## src/rtl/ic_mem_resp.sv

```systemverilog
// Memory-side responder for icache line fills: queues line requests in order, fetches four
// word beats per line from the backing port and returns each assembled line as a one-cycle pulse.
module ic_mem_resp #(
    parameter int unsigned QDEPTH = 4
) (
    input  logic          clk,
    input  logic          rst_n,
    input  logic [26:4]   ic_mem_addr,
    input  logic [1:0]    ic_mem_xid,
    input  logic          ic_mem_re,
    output logic          mem_ic_ready,
    output logic          mem_ic_valid,
    output logic [1:0]    mem_ic_xid,
    output logic [127:0]  mem_ic_data,
    output logic          mem_req,
    output logic [26:2]   mem_addr,
    input  logic          mem_gnt,
    input  logic          mem_rvalid,
    input  logic [31:0]   mem_rdata,
    output logic          proto_err
);

    localparam int unsigned PW = $clog2(QDEPTH);
    localparam int unsigned CW = PW + 1;
    localparam int unsigned RW = CW + 1;

    typedef struct packed {
        logic [22:0] addr;
        logic [1:0]  xid;
    } req_t;

    typedef enum logic [1:0] {IDLE, ISSUE, WAIT, RESP} state_t;

    req_t               q [QDEPTH];
    logic [PW-1:0]      wr_ptr;
    logic [PW-1:0]      rd_ptr;
    logic [PW-1:0]      head_ptr;
    logic [CW-1:0]      count;

    state_t             state;
    state_t             state_d;
    logic [2:0]         gcnt;
    logic [2:0]         gcnt_d;
    logic [2:0]         rcnt;
    logic [2:0]         rcnt_d;
    logic [3:0][31:0]   line;
    logic [3:0][31:0]   line_d;
    req_t               head;
    req_t               head_d;

    logic               full;
    logic               push;
    logic               pop;
    logic               load_head;
    logic               beat_ok;
    logic               stray;

    // Conservative ready: ignores a pop in the same cycle
    assign full         = (count == CW'(QDEPTH));
    assign push         = ic_mem_re && !full;
    assign mem_ic_ready = (RW'(count) + RW'(ic_mem_re)) < RW'(QDEPTH);

    // Next-state, beat capture and head selection
    always_comb begin
        state_d   = state;
        gcnt_d    = gcnt;
        rcnt_d    = rcnt;
        line_d    = line;
        head_d    = head;
        pop       = 1'b0;
        load_head = 1'b0;
        beat_ok   = ((state == ISSUE) || (state == WAIT)) && (rcnt < gcnt);
        stray     = mem_rvalid && !beat_ok;

        if (mem_rvalid && beat_ok) begin
            line_d[rcnt[1:0]] = mem_rdata;
            rcnt_d            = rcnt + 3'd1;
        end

        case (state)
            IDLE: begin
                if (count != '0) begin
                    state_d   = ISSUE;
                    load_head = 1'b1;
                end
            end
            ISSUE: begin
                if (mem_gnt) begin
                    gcnt_d = gcnt + 3'd1;
                    if (gcnt == 3'd3) begin
                        state_d = (rcnt_d == 3'd4) ? RESP : WAIT;
                    end
                end
            end
            WAIT: begin
                if (rcnt_d == 3'd4) begin
                    state_d = RESP;
                end
            end
            RESP: begin
                pop = 1'b1;
                if (count > CW'(1)) begin
                    state_d   = ISSUE;
                    load_head = 1'b1;
                end else begin
                    state_d = IDLE;
                end
            end
            default: state_d = IDLE;
        endcase

        head_ptr = pop ? (rd_ptr + PW'(1)) : rd_ptr;
        if (load_head) begin
            head_d = q[head_ptr];
            gcnt_d = 3'd0;
            rcnt_d = 3'd0;
        end
    end

    // FSM state, counters, line buffer and registered outputs
    always_ff @(posedge clk or negedge rst_n) begin
        if (!rst_n) begin
            state        <= IDLE;
            gcnt         <= 3'd0;
            rcnt         <= 3'd0;
            line         <= '0;
            head         <= '0;
            mem_req      <= 1'b0;
            mem_addr     <= '0;
            mem_ic_valid <= 1'b0;
            mem_ic_xid   <= 2'd0;
            mem_ic_data  <= '0;
            proto_err    <= 1'b0;
        end else begin
            state        <= state_d;
            gcnt         <= gcnt_d;
            rcnt         <= rcnt_d;
            line         <= line_d;
            head         <= head_d;
            mem_req      <= (state_d == ISSUE);
            mem_ic_valid <= (state_d == RESP);
            if (state_d == ISSUE) begin
                mem_addr <= {head_d.addr, gcnt_d[1:0]};
            end
            if (state_d == RESP) begin
                mem_ic_xid  <= head_d.xid;
                mem_ic_data <= line_d;
            end
            if ((ic_mem_re && full) || stray) begin
                proto_err <= 1'b1;
            end
        end
    end

    // Request queue storage and pointers
    always_ff @(posedge clk or negedge rst_n) begin
        if (!rst_n) begin
            for (int i = 0; i < int'(QDEPTH); i++) begin
                q[i] <= '0;
            end
            wr_ptr <= '0;
            rd_ptr <= '0;
            count  <= '0;
        end else begin
            if (push) begin
                q[wr_ptr] <= '{addr: ic_mem_addr, xid: ic_mem_xid};
                wr_ptr    <= wr_ptr + PW'(1);
            end
            if (pop) begin
                rd_ptr <= rd_ptr + PW'(1);
            end
            case ({push, pop})
                2'b10:   count <= count + CW'(1);
                2'b01:   count <= count - CW'(1);
                default: count <= count;
            endcase
        end
    end

endmodule

```

## config.mk

```make
export PLATFORM = sky130hd
export DESIGN_NAME = ic_mem_resp
export DESIGN_NICKNAME = d
export VERILOG_FILES = /design/src/rtl/ic_mem_resp.sv
export SDC_FILE = /design/constraint.sdc
export NUM_CORES = 1
export LEC_CHECK = 0
export CAP_MARGIN = 0
export CORE_MARGIN = 5
export CORE_UTILIZATION = 40
export CTS_BUF_LIST = sky130_fd_sc_hd__clkbuf_16
export DETAILED_ROUTE_END_ITERATION = 10
export GPL_ROUTABILITY_DRIVEN = 1
export PLACE_DENSITY = 0.61
export SLEW_MARGIN = 0
export SYNTH_ARGS = -nofsm -noshare
export SYNTH_HDL_FRONTEND = slang
export SYNTH_SLANG_ARGS = --single-unit
```

## constraint.sdc

```tcl
create_clock -name clk -period 6.05 [get_ports clk]
set_clock_uncertainty 0.2 [all_clocks]
set_input_delay 1.21 -clock clk [delete_from_list [all_inputs] [get_ports clk]]
set_output_delay 1.21 -clock clk [all_outputs]
set_load 0.02 [all_outputs]
```

### Word-level counts from Yosys, hierarchy flattened

Cells that the tools add are included.

| storage, ports and cells | value |
|---|---|
| latch bits | 0 |
| memories | 0 |
| word-level logic and storage cells | 100 |
| bits in writable memories | 0 |
| flip-flop bits (word level) | 426 |
| output and inout bits | 159 |
| bits of input ports | 62 |
| bits in read-only memories | 0 |

| operators by class | value |
|---|---|
| $lt $le $gt $ge | 8 |
| multiply operators | 0 |
| equal/unequal tests | 10 |
| shift-type cells | 0 |
| multiplexer cells | 29 |
| div/mod/pow operators | 0 |
| add/sub/neg operators | 7 |
| reduce and logical (&&, ||, !) cells | 17 |
| bitwise operators | 2 |

Operators by type and width:

| kind | count |
|---|---|
| $bwmux W128 | 1 |
| $mux W128 | 1 |
| $bwmux W100 | 1 |
| $mux W25 | 4 |
| $demux W32 S2 | 1 |
| $bmux W25 S2 | 1 |
| $demux W25 S2 | 1 |
| $mux W32 | 1 |
| $mux W3 | 5 |
| $mux W2 | 5 |
| $add A3 B1 Y3 const B | 3 |
| $eq A2 B2 Y1 const B | 4 |
| $pmux W2 S4 | 1 |
| $logic_and A1 B1 Y1 | 7 |
| $eq A2 B1 Y1 const B | 3 |
| $eq A3 B3 Y1 const B | 2 |
| $ge A3 B3 Y1 const B | 2 |
| $not A2 Y3 | 2 |
| $pmux W3 S2 | 1 |
| $reduce_bool A2 Y1 | 3 |
| $mux W1 | 5 |
| $add A2 B1 Y2 const B | 2 |
| $add A3 B1 Y4 | 1 |
| $lt A4 B3 Y1 const B | 1 |
| 13 further kinds | 15 |

### Logic depth before layout (Yosys ltp)

Gate-level depths: netlist of run 1.

| depth | value |
|---|---|
| depth after elaboration | 11 |
| depth in mapped cells | 10 |
| gate-level depth less buffers | 8 |

### Least setup slack after synthesis of run 1

OpenSTA, ideal clock, no wires.

| timing | value |
|---|---|
| path kind | input-to-output |
| start | input ic_mem_re |
| end | output mem_ic_ready |
| stages | 1 |
| data required time | 4.640 ns |
| path buffers | 0 |
| arrival time | 1.616 ns |
| path slack | 3.024 ns |
| cells stage by stage | a31oi_1 |

| between the ends | value |
|---|---|
| cells in the longest elaborated chain, start to end | 2 |

RTL lines:

| item | RTL line | source |
|---|---|---|
| start: declaration | 10 | `input logic ic_mem_re,` |
| $add A3 B1 Y4 | 61 | `assign mem_ic_ready = (RW'(count) + RW'(ic_mem_re)) < RW'(QDEPTH);` |
| $lt A4 B3 Y1 | 61 |  |
| end: declaration | 11 | `output logic mem_ic_ready,` |

Every way passes these cells.

### Final worst setup path of run 1

Same ends and word-level chain as after synthesis.

==> results of run 1 <==
## cell type report
| cell class | instances | area, um2 | area share, % |
|---|---|---|---|
| clock buffers | 49 | 1230 | 5.78 |
| clock inverters | 33 | 223 | 1.05 |
| inverters | 14 | 52.6 | 0.248 |
| multi-input cells | 528 | 6030 | 28.4 |
| flip-flops and latches | 426 | 10700 | 50.3 |
| well taps | 539 | 674 | 3.18 |
| repair buffers | 232 | 2350 | 11.1 |
## registers in the layout, indices dropped and copies added, names as in the netlist
| name | cells |
|---|---|
| state | 2 |
| q | 100 |
| rcnt | 3 |
| rd_ptr | 2 |
| count | 3 |
| line | 128 |
| mem_ic_data | 128 |
| mem_addr | 25 |
| wr_ptr | 2 |
| proto_err | 1 |
| mem_ic_xid | 2 |
| head | 25 |
| mem_ic_valid | 1 |
| gcnt | 3 |
| mem_req | 1 |
## logic make-up (layout without fill, tap and decap cells)
group,after synthesis,in the layout
XOR/XNOR,10,10
adder cells (fa/ha/maj),22,22
flip-flops,426,426
AND/OR/NAND/NOR,39,39
multiplexers,435,435
AO/OA/AOI/OAI,22,22
buffers and inverters,60,328
## synth_stat cells
cell	n
dfrtp_1	426
mux2_2	298
mux2_1	89
buf_2	25
ha_1	22
mux2_4	21
mux4_2	19
nand2_1	17
inv_1	14
buf_6	11
clkbuf_1	9
a21oi_1	8
nor2_1	8
mux4_1	6
xnor2_1	6
nor2b_1	5
o21ai_0	5
nand2b_1	3
xor2_1	3
a31oi_1	2
and3_1	2
mux2i_1	2
a211o_1	1
a211oi_2	1
a21boi_1	1
buf_4	1
nand3_1	1
nand3b_1	1
nor3_1	1
o2111a_1	1
o211ai_1	1
o311ai_1	1
o32ai_1	1
or2_2	1
xnor2_2	1
## worst reg2reg max path, stage by stage (launching register included)
cell	delay [ns]
dfrtp_1	0.42
inv_1	0.12
ha_1	0.37
nor2b_1	0.19
o2111a_1	0.45
nand2_2	0.70
mux2_2	0.56
mux2_1	0.31
## worst max path at each step
stage	startpoint	end	slack (ns)	depth (start not counted)
detailed placement	mem_rvalid	mem_ic_data[11]$_DFFE_PN0N_	1.93	5
global route	ic_mem_re	mem_ic_ready	2.09	3
floorplan	ic_mem_re	mem_ic_ready	3.02	1
finish	ic_mem_re	mem_ic_ready	2.15	3
global placement	mem_rvalid	mem_ic_data[8]$_DFFE_PN0N_	2.00	5
CTS	ic_mem_re	mem_ic_ready	2.14	3
## routing by layer
layer,GRT usage [%],wire [um],vias up,share of wire (%)
met4,4.83,820,2,2.3
li1,-,-,4099,-
met1,22.2,17100,4848,47
met3,3.28,1450,64,4.0
met2,24.4,16800,181,46
met5,0,13,-,0.036
## through the flow
step	power (mW)	utilization, %	worst slack (ns)	std cells	instance area [um2]
2_1_floorplan	6.47	-	3.02	1014	17000
3_3_place_gp	7.45	47.1	2.00	1739	19800
3_5_place_dp	7.56	47.1	1.93	1739	19800
4_1_cts	10.3	50.6	2.14	1821	21200
5_1_grt	10.8	50.6	2.09	1821	21200
6_report	10.1	50.6	2.15	1821	21200
## power by group through the flow
stage / Sequential, mW / Clock [mW] / Combinational (mW)
floorplan: 4.39 / 0 / 2.08
global placement: 4.25 / 0 / 3.20
detailed placement: 4.28 / 0 / 3.28
CTS: 4.24 / 2.79 / 3.29
global route: 4.34 / 2.92 / 3.51
finish: 4.23 / 2.69 / 3.22
==> metrics.txt, run 1 <==
status=complete, no violations; Area contributors post-synth=dfrtp_1, mux2_2, mux2_1, mux4_2, mux2_4; commonest non-fill, non-tap cells in the layout=dfrtp_1, mux2_2, clkdlybuf4s50_1, mux2_1, clkbuf_16; mux contribution to synthesized area=31.1%; switching share of power=28.5%; HP Class=reg -> reg; Total Routed Length=36,200 um; vias in the first global route=9,945; worst r2r dst=mem_ic_data[67]$_DFFE_PN0N_; layout cells sized above 1=32.9%; final net count=1,333; CP bufs+invs=2; Warnings, synthesis=0; CP top delay family=buffers and inverters; P_leak=9.94 nW; slowest stage cell, crit path=clkdlybuf4s50_1; Post-Synth Simple-Gate Area=1.06%; RePlAce Congestion=0.727; Comb power frac=31.8%; sequential element share of the synthesized area=62.8%; Residual DRC=0; share of power burned in the clock network=26.5%; die width=216 um; main combinational cell family by area after synthesis=multiplexers; Sink Count=426; Avg Vias per Cell=5.05; TritonCTS clock tree=done; crit-path cells=clkdlybuf4s50_1 -> a31oi_1 -> clkdlybuf4s50_1; most common cell after layout, fill and taps aside=dfrtp_1; P_sw=2.89 mW; DRT antenna net count=0; CP Class=in -> out; Worst-Skew Late Latency=0.56 ns; WP data arrival=2.49 ns; Worst Setup Start Kind=input pin; Hold Path End=mem_ic_data[72]$_DFFE_PN0N_; grt ovf=0; FF+latch count, synth=426; hold path depth=1; crit path capture type=primary output; largest net degree at the start of global routing=140; Fmax=256 MHz; cell type contributing the most total cell area after synthesis=dfrtp_1; max cap viols=0; Reg clk slew, reported paths=0.06 ns; Top Ports=221; Mapped Cells=1,014; routed vias=9,194; Post-Synth XOR/XNOR Area=0.560%; Power Dens Cells=478 nW/um2; Core Area=41,900 um2; average size of a mapped cell=16.7 um2; period utilisation layout=64.4%; Total GRT Usage=15.7%; Root Buffer=clkbuf_16; Initial Util=40.5%; FP Rows=75; detailed placer's ending HPWL=22,300 um; Synth Area in Adders=1.62%; worst slew pin tran=1.14 ns; Die H=216 um; TritonCTS buffer count=47; Fill cells=3,582; maximum VDD drop=0.000252 V; min Tclk post-route=3.90 ns; hold_sp=mem_ic_data[72]$_DFFE_PN0N_; routed len/inst=19.9 um; Final Setup Violations=0; FF-to-FF path depth=7; 1st-pass router iterations=4; reg-to-reg slack, setup=2.62 ns; die area=46,700 um2; minimum hold slack=0.283 ns; critical path peak fanout=3; H-Tree Depth=2; Post-Synthesis Cell Area=17,000 um2; Slew HR=24.0%; final setup TNS=0 ns; CP required=4.64 ns; antenna cell count=0; post-synth top area share=62.8%; Clock Path Buffers=3; area delta synth->final=25.0%; sequential share of power=41.7%; number of library cell types mapped by synthesis=35; first-pass GRT wire length=58,200 um; slowest stage delay, CP=0.63 ns; # resized after CTS=0; final hold vios=0; RSZ-0062 raised after global routing=false; Synth Area in Compound Gates=0.840%; CP dominant cell by count=clkdlybuf4s50_1; initial antenna violation count=1; 1st-iter DRT viols=548; setup bufs post-CTS=0; syn nets=1,098; CTS Hold Bufs=0; Internal=7.25 mW; Max Slew Vio Count=0; origin of the critical flop-to-flop path=state[0]$_DFF_PN0_; Port Buffers=220
Power figures use the tool's default switching activity.
==> run 2: changes to the inputs <==
==> constraint.sdc (replaced) <==
create_clock -name clk -period 3.82 [get_ports clk]
set_clock_uncertainty 0.2 [all_clocks]
set_input_delay 0.764 -clock clk [delete_from_list [all_inputs] [get_ports clk]]
set_output_delay 0.764 -clock clk [all_outputs]
set_load 0.02 [all_outputs]
==> run 2 against run 1 <==
Net effect: the run now ends with hold timing left; flip-flop and latch count stayed put; die area unchanged; wire length is 1.5% higher; via count is 0.64% higher; power increased by 58%; sequential share of layout area decreased by 0.64 points; clock-buffer cell count fell by 2; combinational power rose by 62%; critical path depth up 6; sequential power rose by 59%; critical path type is now reg -> reg.
==> metrics.txt, run 2 (same netlist as run 1, synthesis figures left out) <==
Initial Util=40.5% (unchanged); Fmax=324 MHz; crit path capture type=register; HP Class=in -> async; 1st-iter DRT viols=319 (-42%); P_sw=4.60 mW (+59%); Die H=216 um (unchanged); switching share of power=28.7% (+0.20 points); Reg clk slew, reported paths=0.06 ns (about the same); failing checks=hold timing; critical path peak fanout=32 (+29); first-pass GRT wire length=59,200 um (+1.9%); # resized after CTS=0 (unchanged); Setup WS pre-CTS=0.483 ns (-1.45 ns); Total GRT Usage=15.9% (+0.21 points); status=finished, violations left; most common cell after layout, fill and taps aside=dfrtp_1; Top Ports=221 (unchanged); placed insts=1,761 (+1.3%); Total Routed Length=36,800 um (+1.5%); detailed placer's ending HPWL=23,800 um (+6.8%); Largest regs=line (128), mem_ic_data (128), q (100); Power Dens Cells=746 nW/um2 (+56%); Design Power=16.0 mW (+58%); Max Slew Vio Count=0 (unchanged); routed vias=9,253 (+0.64%); final net count=1,354 (+1.6%); DRT antenna net count=0 (unchanged); die width=216 um (unchanged); grt ovf=0 (unchanged); Internal=11.4 mW (+58%); Core Util, Final=51.2% (+0.65 points); TritonCTS clock tree=done; Final Setup Violations=0 (unchanged); Sink Count=426 (unchanged); Worst Setup Start Kind=register; layout cells sized above 1=34.1% (+1.2 points); minimum hold slack=-0.00131 ns (-0.284 ns); Clock Path Buffers=3 (unchanged); die area=46,700 um2 (unchanged); P_leak=10.1 nW (+1.4%); Comb power frac=32.5% (+0.7 points); initial antenna violation count=1 (unchanged); non-filler cells, final=1,842 (+1.2%); setup bufs post-CTS=0 (unchanged); min Tclk post-route=3.09 ns; vias in the first global route=10.0k (+0.63%); antenna cell count=0 (unchanged); final setup TNS=0 ns (unchanged); 1st-pass router iterations=4 (unchanged); design area=21,500 um2 (+1.3%); Slew HR=49.0% (+25 points); RSZ-0062 raised after global routing=false; final setup margin=0.730 ns (-1.42 ns); share of power burned in the clock network=25.5% (-1.0 points); FP Rows=75 (unchanged); TritonCTS buffer count=46 (-2.1%); area delta synth->final=26.6%; largest net degree at the start of global routing=87 (-38%); maximum VDD drop=0.000511 V (+100%); Fill cells=3,561 (-0.59%); Core Area=41,900 um2 (unchanged); CTS Hold Bufs=0 (unchanged); placed instance area=20,100 um2 (+1.7%); routed len/inst=20.0 um (+0.31%); CP required=4.07 ns (-0.57 ns); sequential share of power=42.0% (+0.3 points); Worst-Skew Late Latency=0.56 ns (about the same); worst slew pin tran=0.765 ns (-0.372 ns); Residual DRC=0 (unchanged); WP data arrival=3.34 ns (+0.85 ns); period utilisation layout=80.9%; CP Class=reg -> reg; max cap viols=0 (unchanged); Avg Vias per Cell=5.02 (-0.51%); H-Tree Depth=2 (unchanged); RePlAce Congestion=0.731 (+0.43%); commonest non-fill, non-tap cells in the layout=dfrtp_1, mux2_2, clkdlybuf4s50_1, mux2_1, clkbuf_16; Root Buffer=clkbuf_16; final hold vios=1 (+1); Port Buffers=220 (unchanged)
run 2: cell count changes in the layout (fill, tap and decap cells not counted):
cell / change
buf_4: +8
clkinv_2: +3
bufinv_16: -1
clkinvlp_4: -1
buf_12: +14
inv_1: -1
clkbuf_16: -2
inv_6: +1
run 2: layout make-up:
cell class	count	area, um2	area share, %
tap	539	674	3.14
sequential	426	10700	49.6
multi-input combinational	528	6030	28.1
clock inverter	34	205	0.955
clock buffer	47	1180	5.47
inverter	14	52.6	0.245
timing repair buffer	254	2690	12.5
run 2: path summary, 6_finish.rpt:
path | end | from | cells past startpoint | slack [ns]
hold / removal | line[122]$_DFF_PN0_ | rst_n | 1 | -0.001
max in group asynchronous | head[15]$_DFF_PN0_ | rst_n | 2 | 2.42
setup reg to reg | mem_ic_data[33]$_DFFE_PN0N_ | state[0]$_DFF_PN0_ | 9 | 0.73
min in group clk | mem_ic_data[76]$_DFFE_PN0N_ | mem_ic_data[76]$_DFFE_PN0N_ | 1 | 0.28
hold reg to reg | mem_ic_data[76]$_DFFE_PN0N_ | mem_ic_data[76]$_DFFE_PN0N_ | 1 | 0.28
setup / recovery | mem_ic_data[33]$_DFFE_PN0N_ | state[0]$_DFF_PN0_ | 9 | 0.73
run 2: per-layer routing:
layer	vias up	share of wire (%)	GRT usage, %
li1	4149	-	-
met1	4849	46	22.1
met2	190	46	25.2
met3	63	5.1	3.80
met4	2	2.1	4.37
met5	-	0.035	0
run 2: power by group through the flow:
stage	sequential (mW)	combinational (mW)	clock [mW]
finish	6.73	5.22	4.09
global route	6.90	5.69	4.41
CTS	6.74	5.34	4.24
detailed placement	6.81	5.31	0
global placement	6.75	5.22	0
floorplan	6.95	3.30	0
run 2: worst max-delay path, stage by stage (launching register included):
cell and delay, ns:
dfrtp_1 0.43, inv_1 0.12, ha_1 0.38, nor2b_1 0.20, o2111a_1 0.28, mux2i_1 0.16, a211oi_4 0.34, buf_12 0.28
buf_4 0.23, mux2_2 0.34
